--- src/rtl/mem_arbiter.sv ---
// Arbitrates instruction-fetch and data ports onto one single-port memory.
// Read responses are steered back to their requester via a LATENCY-deep tag pipeline.
module mem_arbiter #(
    parameter int LATENCY      = 1,
    parameter int STARVE_LIMIT = 4
) (
    input  logic        clk,
    input  logic        reset,
    input  logic        i_req,
    input  logic [31:0] i_addr,
    output logic        i_gnt,
    output logic        i_valid,
    output logic [31:0] i_rdata,
    input  logic        d_req,
    input  logic        d_we,
    input  logic [31:0] d_addr,
    input  logic [31:0] d_wdata,
    output logic        d_gnt,
    output logic        d_valid,
    output logic [31:0] d_rdata,
    output logic        m_en,
    output logic        m_we,
    output logic [31:0] m_addr,
    output logic [31:0] m_wdata,
    input  logic [31:0] m_rdata
);

    localparam logic [3:0] LIMIT = 4'(STARVE_LIMIT);

    logic [3:0]         starve_cnt;
    logic [LATENCY-1:0] vld_p;
    logic [LATENCY-1:0] own_p;
    logic               i_win;
    logic               push_vld;

    // Grant stage: data wins unless the fetch side has waited STARVE_LIMIT grants.
    always_comb begin
        i_win    = i_req && (!d_req || (starve_cnt == LIMIT));
        i_gnt    = reset && i_win;
        d_gnt    = reset && d_req && !i_win;
        m_en     = i_gnt || d_gnt;
        m_we     = d_gnt && d_we;
        m_addr   = d_gnt ? d_addr : (i_gnt ? i_addr : 32'd0);
        m_wdata  = d_gnt ? d_wdata : 32'd0;
        push_vld = i_gnt || (d_gnt && !d_we);
    end

    // Response stage: the tag leaving the pipeline selects which port sees m_rdata.
    always_comb begin
        i_valid = reset && vld_p[LATENCY-1] && !own_p[LATENCY-1];
        d_valid = reset && vld_p[LATENCY-1] &&  own_p[LATENCY-1];
        i_rdata = i_valid ? m_rdata : 32'd0;
        d_rdata = d_valid ? m_rdata : 32'd0;
    end

    always_ff @(posedge clk or negedge reset) begin
        if (!reset) begin
            starve_cnt <= '0;
            vld_p      <= '0;
            own_p      <= '0;
        end else begin
            vld_p[0] <= push_vld;
            own_p[0] <= d_gnt;
            for (int k = 1; k < LATENCY; k++) begin
                vld_p[k] <= vld_p[k-1];
                own_p[k] <= own_p[k-1];
            end
            if (i_gnt || !i_req) begin
                starve_cnt <= '0;
            end else if (d_gnt && (starve_cnt != LIMIT)) begin
                starve_cnt <= starve_cnt + 4'd1;
            end
        end
    end

endmodule

--- config.mk ---
export PLATFORM = sky130hd
export DESIGN_NAME = mem_arbiter
export DESIGN_NICKNAME = d
export VERILOG_FILES = /design/src/rtl/mem_arbiter.sv
export SDC_FILE = /design/constraint.sdc
export NUM_CORES = 1
export LEC_CHECK = 0
export ABC_AREA = 1
export BUFFER_PORTS_ARGS = -buffer_cell sky130_fd_sc_hd__buf_2
export CAP_MARGIN = 5
export CORE_AREA = 2 2 103 105
export CTS_BUF_LIST = sky130_fd_sc_hd__clkbuf_8
export DETAILED_ROUTE_END_ITERATION = 10
export DIE_AREA = 0 0 105 107
export SYNTH_ARGS = -nofsm -noshare
export SYNTH_HDL_FRONTEND = slang
export SYNTH_SLANG_ARGS = --single-unit
--- constraint.sdc ---
create_clock -name clk -period 3.8 [get_ports clk]
set_input_delay 0.38 -clock clk [delete_from_list [all_inputs] [get_ports clk]]
set_output_delay 0.38 -clock clk [all_outputs]
set_load 0.03 [all_outputs]
Yosys cells after proc, flatten, opt, wreduce, memory -nomap -nowiden
Index checks and enable logic that the tools add are counted.

Output and inout bits: 134. Word-level logic and storage cells: 33. Bits in registers: 6. Bits of input ports: 133.

$add $sub $neg: 1. Eq/ne operators: 2. Reductions and logical operators: 20. Multiplexer cells: 7.

Operators with widths (count): $mux W32 (5); $logic_and A1 B1 Y1 (10); $mux W4 (2); $logic_not A1 Y1 (5); $add A4 B1 Y4 const B (1); $eq A4 B3 Y1 const B (1); $logic_or A1 B1 Y1 (4); $ne A4 B3 Y1 const B (1); $reduce_bool A2 Y1 (1).

Longest topological paths before layout
Gate-level depths: netlist of run 1.

Word-level depth: 8. Mapped depth: 8. Depth with buffers taken out: 7.

Worst setup path before layout of run 1
OpenSTA, ideal clock, no wires.

Kind: input-to-output. Start: input reset. End: output i_rdata[10]. Stages: 5. Path buffers: 1. Data required time: 3420 ps. Path slack: 1789 ps. Arrival: 1631 ps. Cell sequence: nand2_1 -> nor2_1 -> inv_1 -> buf_2 -> nor2_1.

Cells in the longest elaborated chain, start to end: 3.

Ends and longest elaborated chain: start, declared (RTL line 8) `input logic reset,`; $logic_and A1 B1 Y1 (2 in a row) (RTL line 50) `i_valid = reset && vld_p[LATENCY-1] && !own_p[LATENCY-1];`; via i_valid (RTL line 12) `output logic i_valid,`; $mux W32 (RTL line 52) `i_rdata = i_valid ? m_rdata : 32'd0;`; end, declared (RTL line 13) `output logic [31:0] i_rdata,`.

The timed path passes the listed nets, and every way through them passes these cells.

Worst setup path in the final report of run 1
Start: register starve_cnt[0]. End: output m_wdata[18].

Cells in the longest elaborated chain, start to end: 6.

Ends and longest elaborated chain: start, declared (RTL line 30) `logic [3:0] starve_cnt;`; start signal, assigned (RTL line 71) `starve_cnt <= starve_cnt + 4'd1;`; $eq A4 B3 Y1 (RTL line 38) `i_win = i_req && (!d_req || (starve_cnt == LIMIT));`; $logic_or A1 B1 Y1 (RTL line 38); $logic_and A1 B1 Y1 (RTL line 38); $logic_not A1 Y1 (RTL line 40) `d_gnt = reset && d_req && !i_win;`; $logic_and A1 B1 Y1 (RTL line 40); $mux W32 (RTL line 44) `m_wdata = d_gnt ? d_wdata : 32'd0;`; end, declared (RTL line 24) `output logic [31:0] m_wdata,`.

Every way passes these cells.

==> results.md, run 1 <==
- Hold WS: around 0.047 ns
- First-pass GRT wire length: around 12 mm
- Share of post-route cells with drive strength above 1: 0.478
- Netlist cell types: 16
- Placed inst area: about 3000 sq um
- Final nets: 716
- Pre-CTS setup slack: 1.45 ns
- Multi-input gate area: 1020 sq um
- Final Max Tran Viols: 0
- DR vias: around 2800
- # clock sinks: 6
- Register share of total power: 0.142
- Core Region: about 10000 sq um
- Yosys reg bits: 6
- CTS buffer count: 3
- Status: complete, no violations
- WL/cell: between 10 and 15 microns
- Top post-synthesis cells by count: nor2_1, inv_1, nand2_1, nand3_1, nand4_1
- Final core occ: 0.300
- Worst setup margin: about 1.4 ns
- Post-CTS Hold Buffers: 0
- Cells after synthesis: around 330
- Die H: 107 microns
- Synth top area share: 0.236
- Clock power frac: 0.208
- Initial core utilization: 0.159
- Avg Inst Size Synth: 4.83 sq um
- Fin Setup TNS: 0 ns
- Clock Tree Root: clkbuf_8
- Inserted Diodes: 0
- Fill cells: 1166
- Min cycle time layout: roughly 2.4 ns
- Asr flop ratio synth: 1.00
- Final GP Congestion: ~0.77
- Tot GR Track Use: 0.128
- Total power: around 0.48 mW
- Synth-to-Final Area Change: 88.6%
- Max-cap violations: 0
- Worst Setup Start Kind: register
- Final hold vios: 0
- Synth top area cells: nor2_1, inv_1, nand4_1, nand3_1, nand2_1
- Register area: about 150 sq um
- Cell-internal power: between 0.2 and 0.25 mW
- Clk Latency, worst-skew pair: approximately 0.23 ns
- Largest net degree at the start of global routing: 39
- Post-Layout Inst Area: around 3000 sq um
- Post-synthesis sequential area ratio: 0.0936
- Pwr per Cell Area: roughly 160 nW/um^2
- Unrepaired setup endpoints after global routing: no
- Yosys warns: 0
- Top-count cell post-synth: nor2_1
- Main flop type after synthesis: dfrtp_1
- Worst slew pin tran: about 0.99 ns
- Crit Path Max Fanout: 35
- Clock Pin Slew Worst Setup and Hold Paths: 0.04 ns
- Cell Count Post-Placement: between 700 and 800
- Vias in the first global route: between 2000 and 2500
- Hold WC Path Type: in -> async
- Number of synthesized flops with an enable pin: 0
- Max VDD drop: 0.0933 mV
- Die X: 105 microns
- Post-Syn Nets: approximately 470
- Synthesized area: around 1600 sq um
- Worst endpoint required time: 3.42 ns
- LEAKAGE: 2.32 nW
- H-tree levels: 1
- 1st-iter DRT viols: 189
- Critical path type: reg -> out
- Fmax: slightly above 0.4 GHz
- DIE AREA: ~11000 sq um
- Worst setup EP type: primary output
- Vias/cell: about 4
- Sw Ratio: 0.500
- Post-CTS setup buffer count: 0
- Post-DRT Antenna Nets: 0
- Site Rows: 37
- Post_cts resized: 0
- # port buffers: between 200 and 300
- Dpl hpwl: around 6.1 mm
- Clock Tree Buf Depth: 2
- Critical path arrival: around 2.1 ns
- Non-filler cells, final: just over 700
- CTS tree: done
- Drt first pass iters: 4
- Post-Route WL: 7.84 mm
- DRC Markers: 0
- Initial antenna violation count: 0
- GRT overflow: 0
- Slew margin rel.: 0.339
- Period utilization: 0.642
- Post-synth top area cell: nor2_1
- Clock skew: between 0.0005 and 0.0006 ns
- Io pins: between 200 and 300
- Setup violators final: 0
- Switching power: 0.240 mW
- Gate power share: 0.650
## worst paths after layout
check / from / end / slack (ns) / cells after the start
setup reg to reg: starve_cnt[0] / starve_cnt[2] / 2.08 / 8
setup / recovery: starve_cnt[0] / m_wdata[18] / 1.36 / 8
hold reg to reg: starve_cnt[0] / starve_cnt[0] / 0.52 / 2
min in group clk: d_we / vld_p / 0.37 / 2
max in group asynchronous: reset / starve_cnt[1] / 3.12 / 2
hold / removal: reset / starve_cnt[3] / 0.05 / 1
## metal layers
metal / global-route usage / vias up / share of wire / wire length, microns
li1: - / 1500 / - / -
met1: 0.145 / 1169 / 0.41 / 3230
met2: 0.236 / 146 / 0.49 / 3850
met3: 0.0353 / 9 / 0.085 / 669
met4: 0.0314 / 0 / 0.011 / 89
met5: 0 / - / 0 / 0
## layout by cell type, fill, tap and decap left out, types with 2 or more instances in the layout
master / count
buf_2: 266
buf_4: 4
clkbuf_8: 3
dfrtp_1: 6
ha_1: 2
inv_1: 75
nand2_1: 46
nand2_4: 2
nand3_1: 35
nand4_1: 34
nor2_1: 101
## area by class of cell
class,instances,area share
repair buffers,270,0.450
multi-input cells,224,0.336
inverters,76,0.0943
well taps,136,0.0562
flip-flops and latches,6,0.0496
clock buffers,3,0.0136
## kinds of logic (layout without fill, tap and decap cells)
group                    count (synthesis)  count (layout)  share of synthesized area
XOR/XNOR                                 1               1                    0.00546
buffers and inverters                  102             349                      0.272
flip-flops                               6               6                     0.0936
AND/OR/NAND/NOR                        220             220                      0.610
AO/OA/AOI/OAI                            1               1                    0.00312
adder cells (fa/ha/maj)                  2               2                     0.0156
## power by group through the flow
stage,Clock [mW],Sequential (mW),Combinational (mW)
2_1_floorplan,0,0.0685,0.190
3_3_place_gp,0,0.0689,0.314
3_5_place_dp,0,0.0688,0.314
4_1_cts,0.103,0.0680,0.315
5_1_grt,0.109,0.0684,0.340
6_report,0.0999,0.0680,0.312
## worst max-delay path, cell delays in order (launching register included)
cell	delay, ns
dfrtp_1	0.37
inv_1	0.08
ha_1	0.20
nand3_1	0.09
nand2_2	0.07
nand2_4	0.30
nand2_4	0.30
nor2_1	0.20
buf_2	0.22
## registers in the layout (all words and copies together) (netlist names)
signal      flops
starve_cnt      4
vld_p           1
own_p           1
(Power assumes the default switching activity.)
==> run 2, diff against run 1 <==
==> constraint.sdc (replaced) <==
create_clock -name clk -period 2 [get_ports clk]
set_input_delay 0.2 -clock clk [delete_from_list [all_inputs] [get_ports clk]]
set_output_delay 0.2 -clock clk [all_outputs]
set_load 0.03 [all_outputs]
==> results.md, run 2 (synthesis results as in run 1) <==
- Final nets: 725 (+1.3%)
- Vias in the first global route: 2480 (-0.20%)
- Fill cells: 1194 (+2.4%)
- CTS tree: done
- Clk Latency, worst-skew pair: 0.22 ns (about the same)
- Clock Tree Root: clkbuf_8
- Largest register FFs: 4 (unchanged)
- Initial antenna violation count: 0 (unchanged)
- Critical path type: reg -> out
- Share of post-route cells with drive strength above 1: 0.488 (+0.00968)
- RR Startpoint: starve_cnt[0]
- Min cycle time layout: about 1.9 ns
- Synth-to-Final Area Change: 99.2%
- Switching power: 0.466 mW (+94%)
- Final core occ: 0.317 (+0.0169)
- Cell Count Post-Placement: 718 (+0.84%)
- Unrepaired setup endpoints after global routing: yes
- Post-Route WL: 8.16 mm (+4.0%)
- Crit path capture: m_addr[13]
- H-tree levels: 1 (unchanged)
- DRC Markers: 0 (unchanged)
- Worst endpoint required time: 1.80 ns (-1.62 ns)
- Worst slew pin tran: 0.402 ns (-0.589 ns)
- Status: complete, no violations
- RR Endpoint: starve_cnt[2]
- Post-CTS Hold Buffers: 0 (unchanged)
- Crit Path Max Fanout: 28 (-20%)
- Die X: 105 microns (unchanged)
- Commonest non-fill, non-tap cell in the layout: buf_2
- Tot GR Track Use: 0.126 (-0.00202)
- Pwr per Cell Area: 297 nW/um^2 (+87%)
- Worst Setup Start Kind: register
- Setup violators final: 0 (unchanged)
- Inserted Diodes: 0 (unchanged)
- Slew margin rel.: 0.731 (+0.392)
- Clock Pin Slew Worst Setup and Hold Paths: 0.04 ns (about the same)
- First-pass GRT wire length: 11.6 mm (-1.3%)
- Register share of total power: 0.136 (-0.006)
- DIE AREA: 11200 sq um (unchanged)
- Critical path launch point: starve_cnt[0]
- LEAKAGE: 2.37 nW (+2.4%)
- Clock Tree Buf Depth: 2 (unchanged)
- Post-DRT Antenna Nets: 0 (unchanged)
- Final GP Congestion: 0.803 (+3.7%)
- Site Rows: 37 (unchanged)
- Internal reg-to-reg setup slack: 0.58 ns (-1.50 ns)
- Hold WC Path Type: in -> async
- CTS buffer count: 3 (unchanged)
- Io pins: 267 (unchanged)
- # clock sinks: 6 (unchanged)
- Dpl hpwl: 6.36 mm (+4.4%)
- 1st-iter DRT viols: 146 (-23%)
- Final Max Tran Viols: 0 (unchanged)
- Max VDD drop: 0.127 mV (+36%)
- DR vias: 2910 (+3.0%)
- Reg with most FFs: starve_cnt
- Non-filler cells, final: 724 (+1.3%)
- R2R depth: 8 (unchanged)
- Cell-internal power: 0.482 mW (+100%)
- Die H: 107 microns (unchanged)
- Regs by FF count: starve_cnt (4), own_p (1), vld_p (1)
- Initial core utilization: 0.159 (unchanged)
- Gate power share: 0.668 (+0.018)
- Period utilization: 0.959
- Largest net degree at the start of global routing: 36 (-7.7%)
- GRT overflow: 0 (unchanged)
- Most frequent cells in the layout: buf_2, nor2_1, inv_1
- WL/cell: 11.3 microns (+2.8%)
- Critical path arrival: 1.72 ns (-0.34 ns)
- # port buffers: 266 (unchanged)
- Sw Ratio: 0.491 (-0.00859)
- Drt first pass iters: 4 (unchanged)
- Clock skew: 0.00377 ns (+0.00326 ns)
- Fmax: about 0.52 GHz
- Max-cap violations: 0 (unchanged)
- Worst setup EP type: primary output
- Core Region: 10100 sq um (unchanged)
- Clock power frac: 0.195 (-0.013)
- Vias/cell: 4.02 (+1.8%)
- Final hold vios: 0 (unchanged)
## run 2: cell count changes in the layout (fill, tap and decap cells not counted)
cell / change
buf_6: +3
clkbuf_4: +5
buf_8: +1
nand2_8: +2
buf_4: +8
buf_2: -11
nand3_1: -1
nand3_2: +1
buf_12: +2
nand2_2: -1
## run 2: how the worst min path moves through the flow
stage / from / endpoint / slack, ns / depth (start not counted)
after detailed placement: reset / starve_cnt[3] / 0.30 / 2
final: reset / starve_cnt[2] / 0.05 / 2
after global routing: reset / vld_p / 0.08 / 2
after CTS: reset / vld_p / 0.06 / 2
after floorplan: reset / own_p / -0.1 / 0
after global placement: reset / starve_cnt[3] / 0.30 / 2
## run 2: worst max-delay path: stages, from the launching register on
cell	delay, ns
dfrtp_1	0.38
inv_1	0.10
ha_1	0.15
nand3_1	0.11
nand2_4	0.13
buf_8	0.21
nand4_1	0.13
nand2_1	0.09
buf_2	0.19
## run 2: per-layer routing
metal  global-route usage  part of all wire  wire (microns)
met5                    0                 0               0
met4               0.0238             0.016             128
met3               0.0286             0.086             705
met2                0.245              0.52            4210
met1                0.139              0.38            3120
## run 2: through the flow
| stage | hold WS (ns) | TNS, ns | power (mW) | area (sq um) | setup WS [ns] |
|---|---|---|---|---|---|
| CTS | 0.0606 | 0 | 0.938 | 3100 | 0.000528 |
| floorplan | -0.0956 | 0 | 0.491 | 1600 | 0.194 |
| global placement | 0.304 | 0 | 0.742 | 3050 | 0.196 |
| detailed placement | 0.304 | 0 | 0.741 | 3050 | 0.180 |
| global route | 0.0801 | -0.121 | 1.02 | 3200 | -0.0164 |
| finish | 0.0523 | 0 | 0.948 | 3200 | 0.0822 |
## run 2: what timing repair did
item | CTS | global route
endpoints found under the hold margin | 0 | 0
gates resized for setup | 1 | 25
pin swaps | 0 | 2
setup buffers | 0 | 2
endpoints found under the setup margin | 35 | 67
cloned | 0 | 1
## run 2: power by group through the flow
stage	Combinational, mW	Sequential, mW	Clock, mW
detailed placement	0.610	0.131	0
global route	0.686	0.130	0.201
finish	0.634	0.129	0.185
CTS	0.614	0.129	0.194
floorplan	0.361	0.130	0
global placement	0.611	0.131	0
## run 2: cell type report
| class | instances | area [sq um] | share of cell area |
|---|---|---|---|
| repair buffers | 278 | 1490 | 0.467 |
| multi-input cells | 225 | 1060 | 0.330 |
| inverters | 76 | 285 | 0.0893 |
| well taps | 136 | 170 | 0.0532 |
| flip-flops and latches | 6 | 150 | 0.0470 |
| clock buffers | 3 | 41.3 | 0.0129 |
